## config.mk

```make
export PLATFORM = sky130hd
export DESIGN_NAME = reg_reader
export DESIGN_NICKNAME = d
export VERILOG_FILES = /design/src/rtl/reg_reader.sv
export SDC_FILE = /design/constraint.sdc
export NUM_CORES = 1
export LEC_CHECK = 0
export CAP_MARGIN = 15
export CORE_MARGIN = 2
export CORE_UTILIZATION = 25
export DETAILED_ROUTE_END_ITERATION = 8
export PLACE_DENSITY_LB_ADDON = 0.2
export SYNTH_ARGS = -nofsm -noshare
export SYNTH_HDL_FRONTEND = slang
export SYNTH_SLANG_ARGS = --single-unit
```

## constraint.sdc

```tcl
create_clock -name clock -period 3.5 [get_ports clock]
set_input_delay 0.525 -clock clock [delete_from_list [all_inputs] [get_ports clock]]
set_output_delay 0.525 -clock clock [all_outputs]
set_load 0.03 [all_outputs]
```

## src/rtl/reg_reader.sv

```systemverilog
// Read-side sequencer: walks a register block from BASE up or down COUNT neighbours,
// drives the combinational register-file read index and accumulates the returned data.
module reg_reader #(
    parameter int WIDTH = 32,
    parameter int BASE  = 8,
    parameter int COUNT = 4
) (
    input  logic             clock,
    input  logic             reset,
    input  logic             go,
    input  logic             direction,
    input  logic [WIDTH-1:0] rdata,
    output logic [4:0]       regnum,
    output logic             busy,
    output logic             done,
    output logic [WIDTH-1:0] sum,
    output logic             overflow
);

    // The block must fit entirely inside the 32-entry register file in either direction.
    generate
        if (BASE - COUNT < 0 || BASE + COUNT > 31 || COUNT < 0) begin : gBadLayout
            $error("reg_reader: block BASE=%0d COUNT=%0d does not fit in 32 registers", BASE, COUNT);
        end
    endgenerate

    localparam logic [4:0] BASE_IDX   = 5'(BASE);
    localparam logic [3:0] LAST_INDEX = 4'(COUNT);

    typedef enum logic [1:0] {
        IDLE  = 2'd0,
        ARMED = 2'd1,
        READ  = 2'd2,
        DONE  = 2'd3
    } state_t;

    state_t           stateReg;
    logic [3:0]       idxReg;
    logic             dirReg;
    logic [WIDTH-1:0] sumReg;
    logic             overflowReg;
    logic [4:0]       regnumReg;
    logic             busyReg;
    logic             doneReg;

    logic [WIDTH-1:0] addResult;
    logic             addCarry;
    logic [3:0]       idxNext;
    logic [4:0]       regnumStep;

    // Unsigned accumulate with the carry-out kept separate for the sticky overflow flag.
    always_comb begin
        {addCarry, addResult} = {1'b0, sumReg} + {1'b0, rdata};
    end

    // Index of the register to present on the cycle after this one.
    always_comb begin
        idxNext    = idxReg + 4'd1;
        regnumStep = dirReg ? (BASE_IDX + {1'b0, idxNext})
                            : (BASE_IDX - {1'b0, idxNext});
    end

    // Outputs are registered together with the state so they always match it (Moore).
    always_ff @(posedge clock) begin
        if (!reset) begin
            stateReg    <= IDLE;
            idxReg      <= 4'd0;
            dirReg      <= 1'b0;
            sumReg      <= '0;
            overflowReg <= 1'b0;
            regnumReg   <= 5'd0;
            busyReg     <= 1'b0;
            doneReg     <= 1'b0;
        end else begin
            case (stateReg)
                IDLE: begin
                    if (go) begin
                        stateReg  <= ARMED;
                        regnumReg <= BASE_IDX;
                    end
                end

                ARMED: begin
                    if (!go) begin
                        stateReg    <= READ;
                        dirReg      <= direction;
                        idxReg      <= 4'd0;
                        sumReg      <= '0;
                        overflowReg <= 1'b0;
                        busyReg     <= 1'b1;
                        regnumReg   <= BASE_IDX;
                    end
                end

                READ: begin
                    sumReg      <= addResult;
                    overflowReg <= overflowReg | addCarry;
                    if (idxReg < LAST_INDEX) begin
                        idxReg    <= idxNext;
                        regnumReg <= regnumStep;
                    end else begin
                        stateReg  <= DONE;
                        busyReg   <= 1'b0;
                        doneReg   <= 1'b1;
                        regnumReg <= 5'd0;
                    end
                end

                DONE: begin
                    if (go) begin
                        stateReg  <= ARMED;
                        doneReg   <= 1'b0;
                        regnumReg <= BASE_IDX;
                    end
                end

                default: begin
                    stateReg  <= IDLE;
                    busyReg   <= 1'b0;
                    doneReg   <= 1'b0;
                    regnumReg <= 5'd0;
                end
            endcase
        end
    end

    assign regnum   = regnumReg;
    assign busy     = busyReg;
    assign done     = doneReg;
    assign sum      = sumReg;
    assign overflow = overflowReg;

endmodule

```

==> results by group <==
Status
  • Outcome: complete, no violations

Clock network
  • TritonCTS clock tree: built
  • Clock tree buffer depth: 2
  • Worst-Skew Late Latency: around 0.3 ns
  • CTS Hold Bufs: 0
  • # Post-CTS Setup Buffers: 0
  • Worst-path clk slew: ~0.07 ns
  • Post-CTS Resized: 0
  • CTS sink cnt: 47
  • Total CTS buffers: 5
  • Root Driver: clkbuf_16
  • H-tree Lvls: 2

STA
  • Final worst path period share: 87.71%
  • Final min period: 3.070 ns
  • Clk_skew: about 0.0075 ns
  • Setup TNS: 0 ns
  • Worst slew margin: roughly 41%
  • Setup violators final: 0
  • Worst-Margin Slew: 0.8805 ns
  • Max Clock Freq: around 0.33 GHz
  • Pins Over Slew Limit: 0
  • Final Hold Fails: 0
  • Unrepaired setup endpoints after global routing: no

Hold path
  • Hold Path Class: flip-flop to flip-flop

Synthesis
  • Syn Std Cell Area: 3572 um2
  • Post-synth EDFFs: 0
  • Sequential share of the synthesized area: 26.34%
  • Asr flop ratio synth: 0%
  • Post-synth top flop: dfxtp_1
  • Yosys warning count: 0
  • Count of cell types in the netlist: 55
  • Synthesized instance count: around 450
  • Synth top area share: 26.34%
  • Syn nets: 527
  • Synth top area cells: dfxtp_1 26%, ha_1 13%, a21oi_1 6.0%
  • Syn_area_per_cell: 7.868 um2
  • Cell taking the most area after synthesis: dfxtp_1
  • Flops & latches, synth: 47

Job
  • Max Cap Viol: 0

Worst setup path
  • WP data arrival: roughly 3.3 ns
  • Critical-path maximum fanout: 3
  • CP startpoint kind: input port
  • Crit end category: flip-flop
  • Crit path kind: input port to flip-flop
  • Critical Path RT: 3.68 ns

Cells and area
  • Post-layout util: 33.59%
  • Fill count: 1,415
  • Leading cell type in the layout, fill and taps excluded: clkdlybuf4s50_1
  • ANT cells: 0
  • Most frequent cells in the layout: 75 x clkdlybuf4s50_1, 50 x nand2_1, 47 x dfxtp_1
  • Nets@finish: 596
  • Fin area: 4681 um2
  • Synthesis-to-finish area growth: 31.03%
  • Layout Cells excl Fill: 704
  • Layout cells sized above 1: 4.580%

Detailed routing
  • First-pass DRT Iterations: 4
  • Final WL: 10,590 um
  • DR iter-0 viols: about 200
  • Wire per inst: 15.04 um
  • DRC viols: 0
  • DR vias/cell: 4.987
  • Remaining antenna violation count: 0
  • Routed vias: 3,511

Place
  • Placer Congestion: 0.8705
  • DP Area: ~4500 um2
  • # port buffers: 75
  • Placed instance count: 696
  • HPWL Detailed: 8171 um

Power and ir drop
  • Peak VDD IR: approximately 0.19 mV
  • Tot Pwr: ~2.8 mW
  • Pwr Density: a little over 600 nW/um2
  • Leakage: 1.865 nW

Global route
  • Largest net degree at the start of global routing: 21
  • First-pass GRT wire length: 17,110 um
  • Initial antenna violation count: 0
  • GRT Total Usage: ~14%
  • Vias in the first global route: 3,432
  • GRT Residual Overflow: 0

Floorplan
  • Rows: 43
  • Chip height: 123.5 um
  • Boundary Pins: between 70 and 80
  • Die X: 123.5 um
  • Initial Utilization: between 20% and 30%
  • Core box area: 13,930 um2
  • Die area: 15,260 um2
kinds of logic after synthesis:
| logic type | synth area share [%] |
|---|---|
| XOR/XNOR | 5.394 |
| flip-flops | 26.34 |
| adder cells (fa/ha/maj) | 13.17 |
| AND/OR/NAND/NOR | 21.72 |
| AO/OA/AOI/OAI | 28.37 |
| buffers and inverters | 4.168 |
| multiplexers | 0.8407 |
where the power goes:
group	internal (mW)	switching, mW	leakage [nW]
clock network	0.269	0.232	0.0710
logic	0.632	0.950	1.41
registers	0.651	0.107	0.382
total	1.55	1.29	1.87
state kept, by name (all words and copies together), names as in the netlist:
signal    count
idxReg        4
busy          1
overflow      1
dirReg        1
stateReg      2
done          1
regnum        5
sum          32
stage by stage:
stage / hold slack [ns] / setup WS, ns
2_1_floorplan: 0.5030 / 0.8154
3_3_place_gp: 0.4707 / 0.1766
3_5_place_dp: 0.4769 / 0.09773
4_1_cts: 0.4882 / 0.4238
5_1_grt: 0.4960 / 0.1961
6_report: 0.4859 / 0.4300
routing by layer:
| layer | global-route usage (%) | share of wire (%) |
|---|---|---|
| met1 | 19.00 | 47 |
| met2 | 23.18 | 47 |
| met3 | 2.352 | 4.5 |
| met4 | 4.332 | 1.0 |
| met5 | 0 | 0 |
worst paths after layout:
path                            slack [ns]  cells past startpoint  startpoint        end
worst max-delay path                  0.43                     11    rdata[0]    sum[28]
worst min-delay path                  0.49                      1   regnum[4]  regnum[4]
worst max register to register        0.74                     10      sum[0]    sum[28]
worst min register to register        0.49                      1   regnum[4]  regnum[4]
worst max-delay path, stage by stage:
cell             delay (ns)
clkdlybuf4s50_1        0.46
ha_1                   0.19
inv_1                  0.07
fa_1                   0.37
nand2b_1               0.19
a21oi_1                0.21
o21ai_0                0.22
a21oi_1                0.34
a41oi_1                0.20
nor4b_1                0.18
or3_1                  0.30
final cells by class:
cell class                      instances  area (um2)  share of cell area (%)
Inverter                               16       60.06                   1.283
Sequential cell                        47       940.9                   20.10
Clock inverter                          2       17.52                  0.3742
Timing Repair Buffer                   85       825.8                   17.64
Tap cell                              180       225.2                   4.812
Clock buffer                            6       128.9                   2.753
Multi-Input combinational cell        368        2482                   53.03
Yosys cell counts, types with 3 or more instances:
cell / instances
nand2b_1: 6
clkbuf_1: 19
a21o_1: 9
a211oi_1: 6
nand3_1: 17
ha_1: 36
dfxtp_1: 47
o21a_1: 3
o21bai_1: 3
mux2i_1: 3
a32oi_1: 3
o211ai_1: 5
nand4_1: 5
a31oi_1: 3
nor2b_1: 25
or3_1: 5
and2_1: 6
xnor2_1: 8
and3_1: 4
nand2_1: 50
a22oi_1: 14
xor2_1: 14
o21ai_0: 36
o2111ai_1: 5
nor3_1: 9
inv_1: 16
nor2_1: 16
a21oi_1: 43
Power figures use the tool's default switching activity.
